<file path="src/rtl/xor_pkg.sv">
// Shared types and helpers for the XOR checksum datapath.
// Holds the frame FSM encoding and the beat-counter width derivation.
package xor_pkg;

   typedef enum logic [1:0] {
      IDLE  = 2'd0,
      ACCUM = 2'd1,
      HOLD  = 2'd2
   } state_t;

   // Counter must represent 0..max_len inclusive.
   function automatic int len_width(input int max_len);
      return $clog2(max_len + 1);
   endfunction

endpackage

</file>
<file path="src/rtl/xor_reduce.sv">
// Reduction-XOR tree over a WIDTH-bit word, purely combinational (0 cycles).
// No flow control; the caller qualifies the result.
module xor_reduce #(
   parameter int WIDTH = 8
) (
   input  logic [WIDTH-1:0] data,
   output logic             parity
);

   assign parity = ^data;

endmodule

</file>
<file path="src/rtl/xor_checksum.sv">
// Framed XOR accumulator: checksum/parity/count/overflow valid the cycle after the closing beat.
// in_ready drops while a result is held; the result holds until out_ready, then one idle cycle.
module xor_checksum
   import xor_pkg::*;
#(
   parameter  int WIDTH   = 8,
   parameter  int MAX_LEN = 16,
   localparam int LEN_W   = len_width(MAX_LEN)
) (
   input  logic             clk,
   input  logic             rst_n,
   input  logic             in_valid,
   output logic             in_ready,
   input  logic [WIDTH-1:0] in_data,
   input  logic             in_last,
   output logic             out_valid,
   input  logic             out_ready,
   output logic [WIDTH-1:0] out_checksum,
   output logic             out_parity,
   output logic [LEN_W-1:0] out_count,
   output logic             out_overflow
);

   state_t           state;
   logic [WIDTH-1:0] acc;
   logic [LEN_W-1:0] cnt;

   logic             accept;
   logic             close;
   logic [WIDTH-1:0] sum_nxt;
   logic [LEN_W-1:0] cnt_nxt;
   logic             parity_nxt;

   // Gating with rst_n keeps upstream from believing a beat was taken during reset.
   assign in_ready = rst_n && (state != HOLD);
   assign accept   = in_valid && in_ready;
   assign sum_nxt  = (state == IDLE) ? in_data : (acc ^ in_data);
   assign cnt_nxt  = cnt + LEN_W'(1);
   assign close    = accept && (in_last || (cnt_nxt == LEN_W'(MAX_LEN)));

   xor_reduce #(.WIDTH(WIDTH)) u_parity (
      .data   (sum_nxt),
      .parity (parity_nxt)
   );

   always_ff @(posedge clk) begin
      if (!rst_n) begin
         state        <= IDLE;
         acc          <= '0;
         cnt          <= '0;
         out_valid    <= 1'b0;
         out_checksum <= '0;
         out_parity   <= 1'b0;
         out_count    <= '0;
         out_overflow <= 1'b0;
      end else begin
         case (state)
            IDLE, ACCUM: begin
               if (accept) begin
                  acc <= sum_nxt;
                  cnt <= cnt_nxt;
                  if (close) begin
                     state        <= HOLD;
                     out_valid    <= 1'b1;
                     out_checksum <= sum_nxt;
                     out_parity   <= parity_nxt;
                     out_count    <= cnt_nxt;
                     out_overflow <= ~in_last;
                  end else begin
                     state <= ACCUM;
                  end
               end
            end
            HOLD: begin
               if (out_ready) begin
                  state     <= IDLE;
                  acc       <= '0;
                  cnt       <= '0;
                  out_valid <= 1'b0;
               end
            end
            default: state <= IDLE;
         endcase
      end
   end

endmodule

</file>
<file path="config.mk">
export PLATFORM = sky130hd
export DESIGN_NAME = xor_checksum
export DESIGN_NICKNAME = d
export VERILOG_FILES = /design/src/rtl/xor_pkg.sv /design/src/rtl/xor_reduce.sv /design/src/rtl/xor_checksum.sv
export SDC_FILE = /design/constraint.sdc
export NUM_CORES = 1
export LEC_CHECK = 0
export ABC_AREA = 1
export CORE_UTILIZATION = 52
export CTS_CLUSTER_DIAMETER = 150
export DETAILED_ROUTE_END_ITERATION = 10
export GPL_TIMING_DRIVEN = 0
export PLACE_DENSITY = 0.79
export SYNTH_ARGS = -nofsm -noshare
export SYNTH_HDL_FRONTEND = slang
export SYNTH_SLANG_ARGS = --single-unit
</file>
<file path="constraint.sdc">
create_clock -name clk -period 2.2 [get_ports clk]
set_input_delay 0.66 -clock clk [delete_from_list [all_inputs] [get_ports clk]]
set_output_delay 0.66 -clock clk [all_outputs]
set_load 0.01 [all_outputs]
</file>
==> results of run 1 <==
-- synth_stat cells, types with 2 or more instances --
master	number	area share
a21oi_1	19	0.057
buf_2	4	0.012
clkbuf_1	3	0.0067
dfxtp_1	31	0.37
inv_1	29	0.065
inv_2	3	0.0067
nand2_1	116	0.26
nand3_1	22	0.066
nand4_1	2	0.0074
nor2_1	5	0.011
o21ai_0	15	0.045
o21ai_1	10	0.030
-- registers in the layout, indices dropped and copies added, names as in the netlist --
| signal | flops |
|---|---|
| out_checksum | 8 |
| out_count | 5 |
| out_parity | 1 |
| out_valid | 1 |
| cnt | 5 |
| out_overflow | 1 |
| state | 2 |
| acc | 8 |
-- routing by layer --
| layer | part of all wire | wire (µm) | vias up | track usage |
|---|---|---|---|---|
| met5 | 0 | 0 | - | 0 |
| met4 | 0.0079 | 32 | 0 | 0.0510 |
| met3 | 0.050 | 201 | 4 | 0.0659 |
| met2 | 0.50 | 2000 | 42 | 0.445 |
| met1 | 0.45 | 1810 | 796 | 0.305 |
| li1 | - | - | 935 | - |
-- critical path, cell delays in order (launching register included) --
cell and delay [ns]:
dfxtp_2 0.40, inv_2 0.08, nor2_2 0.19, nor2_4 0.07, dlygate4sd2_1 0.28
-- metrics by stage --
stage / instance area (µm²) / util / instances
final: 2080 / 0.680 / 352
after CTS: 2080 / 0.680 / 352
after floorplan: 1680 / - / 273
after global routing: 2080 / 0.680 / 352
after detailed placement: 2020 / 0.660 / 345
after global placement: 2020 / 0.660 / 345
-- worst min-delay path by stage --
stage | start | endpoint | slack [ns] | cells past startpoint
final | out_valid | out_valid | 0.47 | 2
after global placement | out_valid | out_valid | 0.45 | 2
after CTS | out_count[4] | out_count[4] | 0.47 | 2
after floorplan | cnt[4] | cnt[4] | 0.44 | 2
after detailed placement | out_count[4] | out_count[4] | 0.46 | 2
after global routing | out_valid | out_valid | 0.49 | 2
-- cells by family (layout without fill, tap and decap cells) --
logic type	after synthesis	after routing	share of synthesized area
buffers and inverters	41	76	0.0983
adder cells (fa/ha/maj)	1	1	0.00744
flip-flops	31	31	0.369
AND/OR/NAND/NOR	153	153	0.379
AO/OA/AOI/OAI	46	46	0.141
XOR/XNOR	1	1	0.00521
-- layout by cell type, fill, tap and decap left out, types with 2 or more instances in the layout --
| cell | count |
|---|---|
| dfxtp_2 | 2 |
| buf_4 | 2 |
| clkdlybuf4s50_1 | 27 |
| clkbuf_1 | 3 |
| nand4_1 | 2 |
| inv_2 | 3 |
| inv_1 | 29 |
| nor2_1 | 5 |
| o21ai_0 | 15 |
| dfxtp_1 | 29 |
| buf_2 | 3 |
| o21ai_1 | 10 |
| a21oi_1 | 19 |
| nand2_1 | 116 |
| clkbuf_4 | 5 |
| nand3_1 | 22 |
-- power by group --
part | switching [mW] | leakage, nW | total [mW] | internal, mW
Combinational | 0.175 | 0.701 | 0.290 | 0.115
Clock | 0.191 | 0.0341 | 0.339 | 0.148
Sequential | 0.0291 | 0.254 | 0.625 | 0.596
Total | 0.395 | 0.989 | 1.25 | 0.859
-- area by class of cell --
cell class                      count  area (µm²)  area share
Multi-Input combinational cell    201         895       0.431
Clock inverter                      1        5.00     0.00241
Timing Repair Buffer               28         279       0.134
Buffer                              8        41.3      0.0199
Clock buffer                        6        51.3      0.0247
Inverter                           33         126      0.0609
Sequential cell                    31         623       0.300
Tap cell                           44        55.1      0.0265
-- timing repair --
action | CTS | global route
endpoints found under the hold margin | 0 | 0
setup endpoints to repair | 1 | 0
gates resized for setup | 4 | 0
==> out/metrics.yaml, run 1 <==
syn-num-nets: 287
fin_skew_ns: 0.00837
synth_cell_types: 26
dpl.hpwl_um: 2950
fp-row-count: 20
cts_root_buf: "clkbuf_4"
clkLatencyLatePin_ns: 0.33
grt_pass1_wl_um: 6420
fin_hold_ws_ns: 0.470
avgSynthCellArea_um2: 6.16
hold_viol_final: 0
crit_type: "reg -> out"
drtPass1Iterations: 7
cts_sinks: 31
fin_crit_ns: 2.01
drcViolationCount: 0
async_flop_share: 0
cp-start-kind: "flop"
ys_warn_count: 0
viasPerCell: 5.05
status: "complete, no violations"
tritoncts: "built"
max-slew-margin-rel: 0.653
syn_to_final_growth_pct: 23.5
reg2regPathDepth: 12
ys_seq_area_frac: 0.369
cts_setup_buffers: 0
required_ns: 1.54
p_total_mw: 1.25
r2r_slack_ns: 0.32
fin_nets: 322
r2r_end: "out_overflow"
ant_nets: 0
h-tree-depth: 2
cts-buffers-inserted: 5
fin_ws_ns: 0.188
p_leak_nw: 0.989
start_util: 0.550
gp_congestion: 0.813
dp_worst_setup_slack_ns: -0.118
n_antenna_cell: 0
post-route-period-util: 0.915
cp_data_arrival_time_ns: 1.35
pin_count: 30
grt_pass1_vias: 1482
hp-class: "reg -> reg"
clock_path_buffers: 2
die_w_um: 58.8
drt_iter0_markers: 87
synth_edf_count: 0
ys_seq_elements: 31
core-area_um2: 3050
fmax_mhz: 497
die-area_um2: 3460
grtUsageTotal: 0.251
totalWireLength_um: 4040
grt_remaining_overflow: 0
r2r_start: "cnt[0]"
cts_hold_buffers: 0
layout-drive-gt1-share: 0.0779
die_y_um: 58.8
syn_area_um2: 1680
drv_slew: 0
maxCapViolCount: 0
synthCells: 273
clkTransAtPathRegs_ns: 0.10
antenna_found_initial: 0
vias: 1777
wl_per_cell_um: 11.5
critPathLaunch: "state[1]"
p_per_area_nw_per_um2: 604
synthFlopType: "dfxtp_1"
grt_max_degree: 11
cp_max_fo: 6
setup_viol: 0
tns_ns: 0
peakVddDrop_uv: 568
tightest_slew_ns: 0.519
endpoint: "in_ready"
num-fill-cells: 305
rsz0062_at_grt: "no"
io_buffer_count: 28
critical_path.endpoint_type: "output port"
(Power assumes the default switching activity.)
==> run 2, diff against run 1 <==
ABC_AREA = not set   (was 1)
CORE_UTILIZATION = 51   (was 52)
==> out/metrics.yaml, run 2 <==
synth_top_area_frac: 0.402  # +0.0329
syn-num-nets: 182  # -37%
cts_root_buf: "clkbuf_4"
ys_warn_count: 0  # unchanged
vias: 1379  # -22%
clkTransAtPathRegs_ns: 0.10  # about the same
start_util: 0.550  # about the same
violations: "DRC"
synth_cell_types: 32  # +23%
p_total_mw: 1.26  # +0.66%
multiInputGateArea_um2: 888  # -0.70%
rsz0062_at_grt: "no"
cp_max_fo: 8  # +2
hp-class: "reg -> reg"
n_antenna_cell: 0  # unchanged
p_int_mw: 0.899  # +4.7%
layout_common_cells: "nand2_1 (33), dfxtp_1 (29), clkdlybuf4s50_1 (27)"
synthFlopType: "dfxtp_1"
wl_per_cell_um: 14.9  # +30%
fin_area_um2: 1940  # -6.3%
ant_nets: 0  # unchanged
reg2regPathDepth: 6  # -6
post-route-period-util: 0.919  # +0.00477
die_y_um: 57  # -3.1%
p_leak_nw: 0.819  # -17%
syn_to_final_growth_pct: 26.0
h-tree-depth: 2  # unchanged
synth_compound_area_frac: 0.200  # +0.0588
tritoncts: "built"
synth_simple_gate_area_frac: 0.182  # -0.197
io_buffer_count: 28  # unchanged
pin_count: 30  # unchanged
crit_type: "reg -> out"
antenna_found_initial: 0  # unchanged
switchingPower_mw: 0.363  # -8.1%
fin_crit_ns: 2.02  # +0.0105 ns
cp-start-kind: "flop"
place_area_um2: 1860  # -7.6%
status: "finished with violations"
drt_iter0_markers: 51  # -41%
ys_seq_area_frac: 0.402  # +0.0329
cp_data_arrival_time_ns: 1.36  # about the same
grt_pass1_vias: 1279  # -14%
cts-buffers-inserted: 5  # unchanged
final_common_cell: "nand2_1"
fin_skew_ns: 0.00618  # -0.00219 ns
hold_viol_final: 0  # unchanged
synth_top_family_by_area: "compound AO/OA/AOI/OAI gates"
avgSynthCellArea_um2: 9.18  # +49%
post-route-util: 0.693  # +0.0132
grt_max_degree: 11  # unchanged
layout-drive-gt1-share: 0.102  # +0.0240
num-fill-cells: 231  # -24%
sw_frac_of_total: 0.288  # -0.0275
fmax_mhz: 494  # -0.52%
grtUsageTotal: 0.238  # -0.0127
yosys.area_share.adder: 0.00811  # +0.000664
ys_seq_elements: 31  # unchanged
die_w_um: 57  # -3.1%
pwr-share-seq: 0.499  # about the same
synth_edf_count: 0  # unchanged
dpl.hpwl_um: 2500  # -15%
tns_ns: 0  # unchanged
clkPwrFrac: 0.275  # +0.004
cts_sinks: 31  # unchanged
clock_path_buffers: 2  # unchanged
drv_slew: 0  # unchanged
fin_nets: 220  # -32%
r2r_slack_ns: 0.38  # +0.06 ns
yosysMostFrequentCell: "nand2_1"
syn_area_um2: 1540  # -8.2%
tightest_slew_ns: 0.474  # -0.0448 ns
yosysTopAreaCell: "dfxtp_1"
synthCells: 168  # -38%
max-slew-margin-rel: 0.684  # +0.0312
reg_top3: "acc (8), out_checksum (8)"
critical_path.endpoint_type: "output port"
maxCapViolCount: 0  # unchanged
yosys-mux-area-fraction: 0.0260  # +0.0260
core-area_um2: 2810  # -8.1%
async_flop_share: 0  # unchanged
gp_congestion: 0.855  # +5.3%
fin_ws_ns: 0.177  # -0.0105 ns
p_per_area_nw_per_um2: 649  # +7.5%
hold_depth: 2  # unchanged
viasPerCell: 5.82  # +15%
die-area_um2: 3250  # -6.2%
grt_remaining_overflow: 0  # unchanged
required_ns: 1.54  # about the same
drcViolationCount: 4  # +4
p_comb_frac: 0.226  # -0.005
grt_pass1_wl_um: 5740  # -11%
clkLatencyLatePin_ns: 0.34  # about the same
synth_area_leaders: "dfxtp_1 (40%), xnor2_1 (9.7%), nand2_1 (8.0%)"
totalWireLength_um: 3540  # -13%
drtPass1Iterations: 7  # unchanged
setup_viol: 0  # unchanged
dp_worst_setup_slack_ns: -0.307  # -0.188 ns
peakVddDrop_uv: 423  # -26%
fp-row-count: 19  # -5.0%
regArea_um2: 623  # unchanged
synthXorXnorAreaFrac: 0.158  # +0.153
synth_commonest_cells: "nand2_1 (33), dfxtp_1 (31), xnor2_1 (17), o211a_1 (12), o21ai_0 (11)"
## run 2: cell types whose count changed after synthesis, sizes merged, moves of 3 or more
cell	previous run	this run
nand2	118	33
inv	33	1
nand3	22	2
a21oi	20	3
xnor2	1	18
o21ai	25	12
o211a	0	12
xor2	0	9
a32o	0	7
and2	0	5
mux2i	0	4
nand2b	0	3
nor2b	0	3
## run 2: per-layer routing
layer  global-route usage  routed length (µm)
met5                    0                   0
met4                0.122                 107
met3               0.0816                 215
met2                0.418                1800
met1                0.253                1410
## run 2: metrics by stage
step	std cells	hold slack, ns
6_report	237	0.485
5_1_grt	237	0.511
4_1_cts	234	0.489
3_5_place_dp	227	0.476
3_3_place_gp	227	0.447
2_1_floorplan	168	0.479
## run 2: critical path, cell delays in order (launching register included)
cell	delay, ns
dfxtp_2	0.42
nand2b_1	0.11
and2_1	0.20
dlygate4sd2_1	0.29
## run 2: cells by family after synthesis
logic type	after synthesis
compound gates	39
xor+xnor	27
fa+ha+maj	1
buf+inv	7
flops	31
mux	4
simple gates	59
## run 2: worst paths after layout
kind / startpoint / endpoint
setup / recovery: state[1] / in_ready
hold / removal: out_count[0] / out_count[0]
setup reg to reg: cnt[0] / out_checksum[3]
hold reg to reg: out_count[0] / out_count[0]
## run 2: repair_timing
| action | CTS | global route |
|---|---|---|
| endpoints found under the setup margin | 1 | 6 |
| gates resized for setup | 3 | 1 |
| endpoints found under the hold margin | 0 | 0 |
| hold buffers | 0 | 0 |
| pin swaps | 0 | 1 |
| setup buffers | 0 | 3 |
## run 2: power groups by stage
stage	sequential, mW	clock [mW]	combinational, mW
2_1_floorplan	0.643	0	0.174
3_3_place_gp	0.639	0	0.271
3_5_place_dp	0.641	0	0.278
4_1_cts	0.629	0.355	0.280
5_1_grt	0.635	0.370	0.310
6_report	0.630	0.348	0.285
## run 2: final cells by class
type / instances / share of cell area
Buffer: 6 / 0.0167
Clock buffer: 6 / 0.0264
Clock inverter: 1 / 0.00257
Inverter: 1 / 0.00193
Multi-Input combinational cell: 130 / 0.457
Sequential cell: 31 / 0.320
Tap cell: 31 / 0.0199
Timing Repair Buffer: 31 / 0.155
==> run 3, diff against run 2 <==
CORE_UTILIZATION = 55   (was 51)
PLACE_DENSITY = 0.84   (was 0.79)
clock period = 2.5 ns   (was 2.2 ns; I/O delays follow)
==> out/metrics.yaml, run 3 (synthesis gave the netlist of run 2 again) <==
setup_viol: 0  # unchanged
crit_slowest_cell: "clkdlybuf4s50_1"
die-area_um2: 3020  # -7.0%
reg2regPathDepth: 6  # unchanged
fin_crit_ns: 2.36
hold_depth: 2  # unchanged
crit_type: "reg -> out"
clkLatencyLatePin_ns: 0.33  # about the same
critPathBufInv: 1  # unchanged
start_util: 0.601  # +0.0509
grt_pass1_wl_um: 5290  # -7.9%
min_to: "out_parity"
hp-class: "reg -> reg"
maxCapViolCount: 0  # unchanged
drv_slew: 0  # unchanged
cp_max_fo: 6  # -2
reg_top3: "acc (8), out_checksum (8)"
place_area_um2: 1860  # about the same
peakVddDrop_uv: 497  # +17%
syn_to_final_growth_pct: 23.4
status: "complete, no violations"
cp-start-kind: "flop"
grt_remaining_overflow: 0  # unchanged
p_per_area_nw_per_um2: 555  # -15%
drt_iter0_markers: 32  # -37%
rsz0062_at_grt: "no"
crit_path_cell_trace: "nand2b_1, and2_1, clkdlybuf4s50_1"
hold_viol_final: 0  # unchanged
clock_path_buffers: 2  # unchanged
cts_root_buf: "clkbuf_4"
critPathMaxStageDelay_ns: 0.54  # +0.12 ns
gp_congestion: 0.783  # -8.5%
r2r_start: "cnt[0]"
cp_data_arrival_time_ns: 1.61  # +0.25 ns
grtUsageTotal: 0.259  # +0.0203
r2r_slack_ns: 0.72  # +0.34 ns
layout-drive-gt1-share: 0.0693  # -0.0326
cts_hold_buffers: 0  # unchanged
post-route-period-util: 0.942
required_ns: 1.75  # +0.21 ns
drtPass1Iterations: 4  # -3
clkTransAtPathRegs_ns: 0.09  # about the same
wl_per_cell_um: 14.1  # -5.4%
totalWireLength_um: 3270  # -7.4%
dpl.hpwl_um: 2470  # -1.0%
pin_count: 30  # unchanged
cts_setup_buffers: 0  # unchanged
final_cells: 232  # -2.1%
cts-buffers-inserted: 5  # unchanged
cts_sinks: 31  # unchanged
h-tree-depth: 2  # unchanged
fp-row-count: 18  # -1
grt_max_degree: 11  # unchanged
fmax_mhz: 424
hold_start: "out_parity"
tightest_slew_ns: 0.492  # +0.0184 ns
core-area_um2: 2570  # -8.5%
die_y_um: 55.0  # -3.6%
cts-resized-gates: 0  # -3
die_w_um: 55.0  # -3.6%
ant_nets: 0  # unchanged
placedCellCount: 226  # -0.44%
n_antenna_cell: 0  # unchanged
r2r_end: "out_checksum[5]"
fin_area_um2: 1900  # -2.1%
critical_path.endpoint_type: "output port"
final_common_cell: "nand2_1"
vias: 1315  # -4.6%
grt_pass1_vias: 1221  # -4.5%
p_leak_nw: 0.793  # -3.1%
max-slew-margin-rel: 0.672  # -0.0126
layout_common_cells: "nand2_1 (33), dfxtp_1 (31), clkdlybuf4s50_1 (28)"
antenna_found_initial: 0  # unchanged
viasPerCell: 5.67  # -2.6%
p_total_mw: 1.06  # -16%
path_delay_family: "buffers and inverters"
tritoncts: "built"
drcViolationCount: 0  # -4
fin_skew_ns: 0.00466  # -0.00152 ns
io_buffer_count: 28  # unchanged
fin_nets: 217  # -1.4%
==> run 3: worst max-delay path by stage <==
stage	start	endpoint	slack, ns	depth (start not counted)
floorplan	rst_n	acc[0]	0.66	6
global placement	in_valid	acc[3]	-0.08	6
detailed placement	in_valid	acc[1]	-0.17	6
CTS	state[0]	in_ready	0.13	3
global route	state[0]	in_ready	0.05	3
finish	state[0]	in_ready	0.14	3
==> run 3: tightest hold or removal path, cell delays in order (launching register included) <==
cell,delay [ns]
dfxtp_1,0.33
nand2_1,0.06
mux2i_1,0.05
==> run 3: cell type report <==
type,instances,area (µm²)
Sequential cell,31,621
Tap cell,30,37.5
Fill cell,212,663
Multi-Input combinational cell,130,888
Buffer,6,32.5
Timing Repair Buffer,28,280
Clock buffer,6,41.3
Inverter,1,3.75
==> run 3: per-layer routing <==
metal | vias to the layer above | GRT usage | part of all wire
met5 | - | 0 | 0
li1 | 657 | - | -
met4 | 0 | 0.0958 | 0.015
met2 | 39 | 0.418 | 0.47
met1 | 613 | 0.321 | 0.46
met3 | 6 | 0.0820 | 0.053
==> run 3: stage by stage <==
stage | utilization | setup WS, ns | hold WS, ns | TNS, ns
6_report | 0.742 | 0.144 | 0.474 | 0
5_1_grt | 0.742 | 0.0487 | 0.485 | 0
4_1_cts | 0.741 | 0.130 | 0.477 | 0
3_5_place_dp | 0.725 | -0.168 | 0.465 | -0.991
3_3_place_gp | 0.725 | -0.0814 | 0.448 | -0.442
2_1_floorplan | - | 0.661 | 0.479 | 0
==> run 3: power breakdown <==
| group | total (mW) | switching (mW) | internal (mW) | leakage (nW) |
|---|---|---|---|---|
| clock | 0.258 | 0.159 | 0.0997 | 0.0242 |
| combinational | 0.245 | 0.113 | 0.132 | 0.515 |
| sequential | 0.553 | 0.0271 | 0.526 | 0.254 |
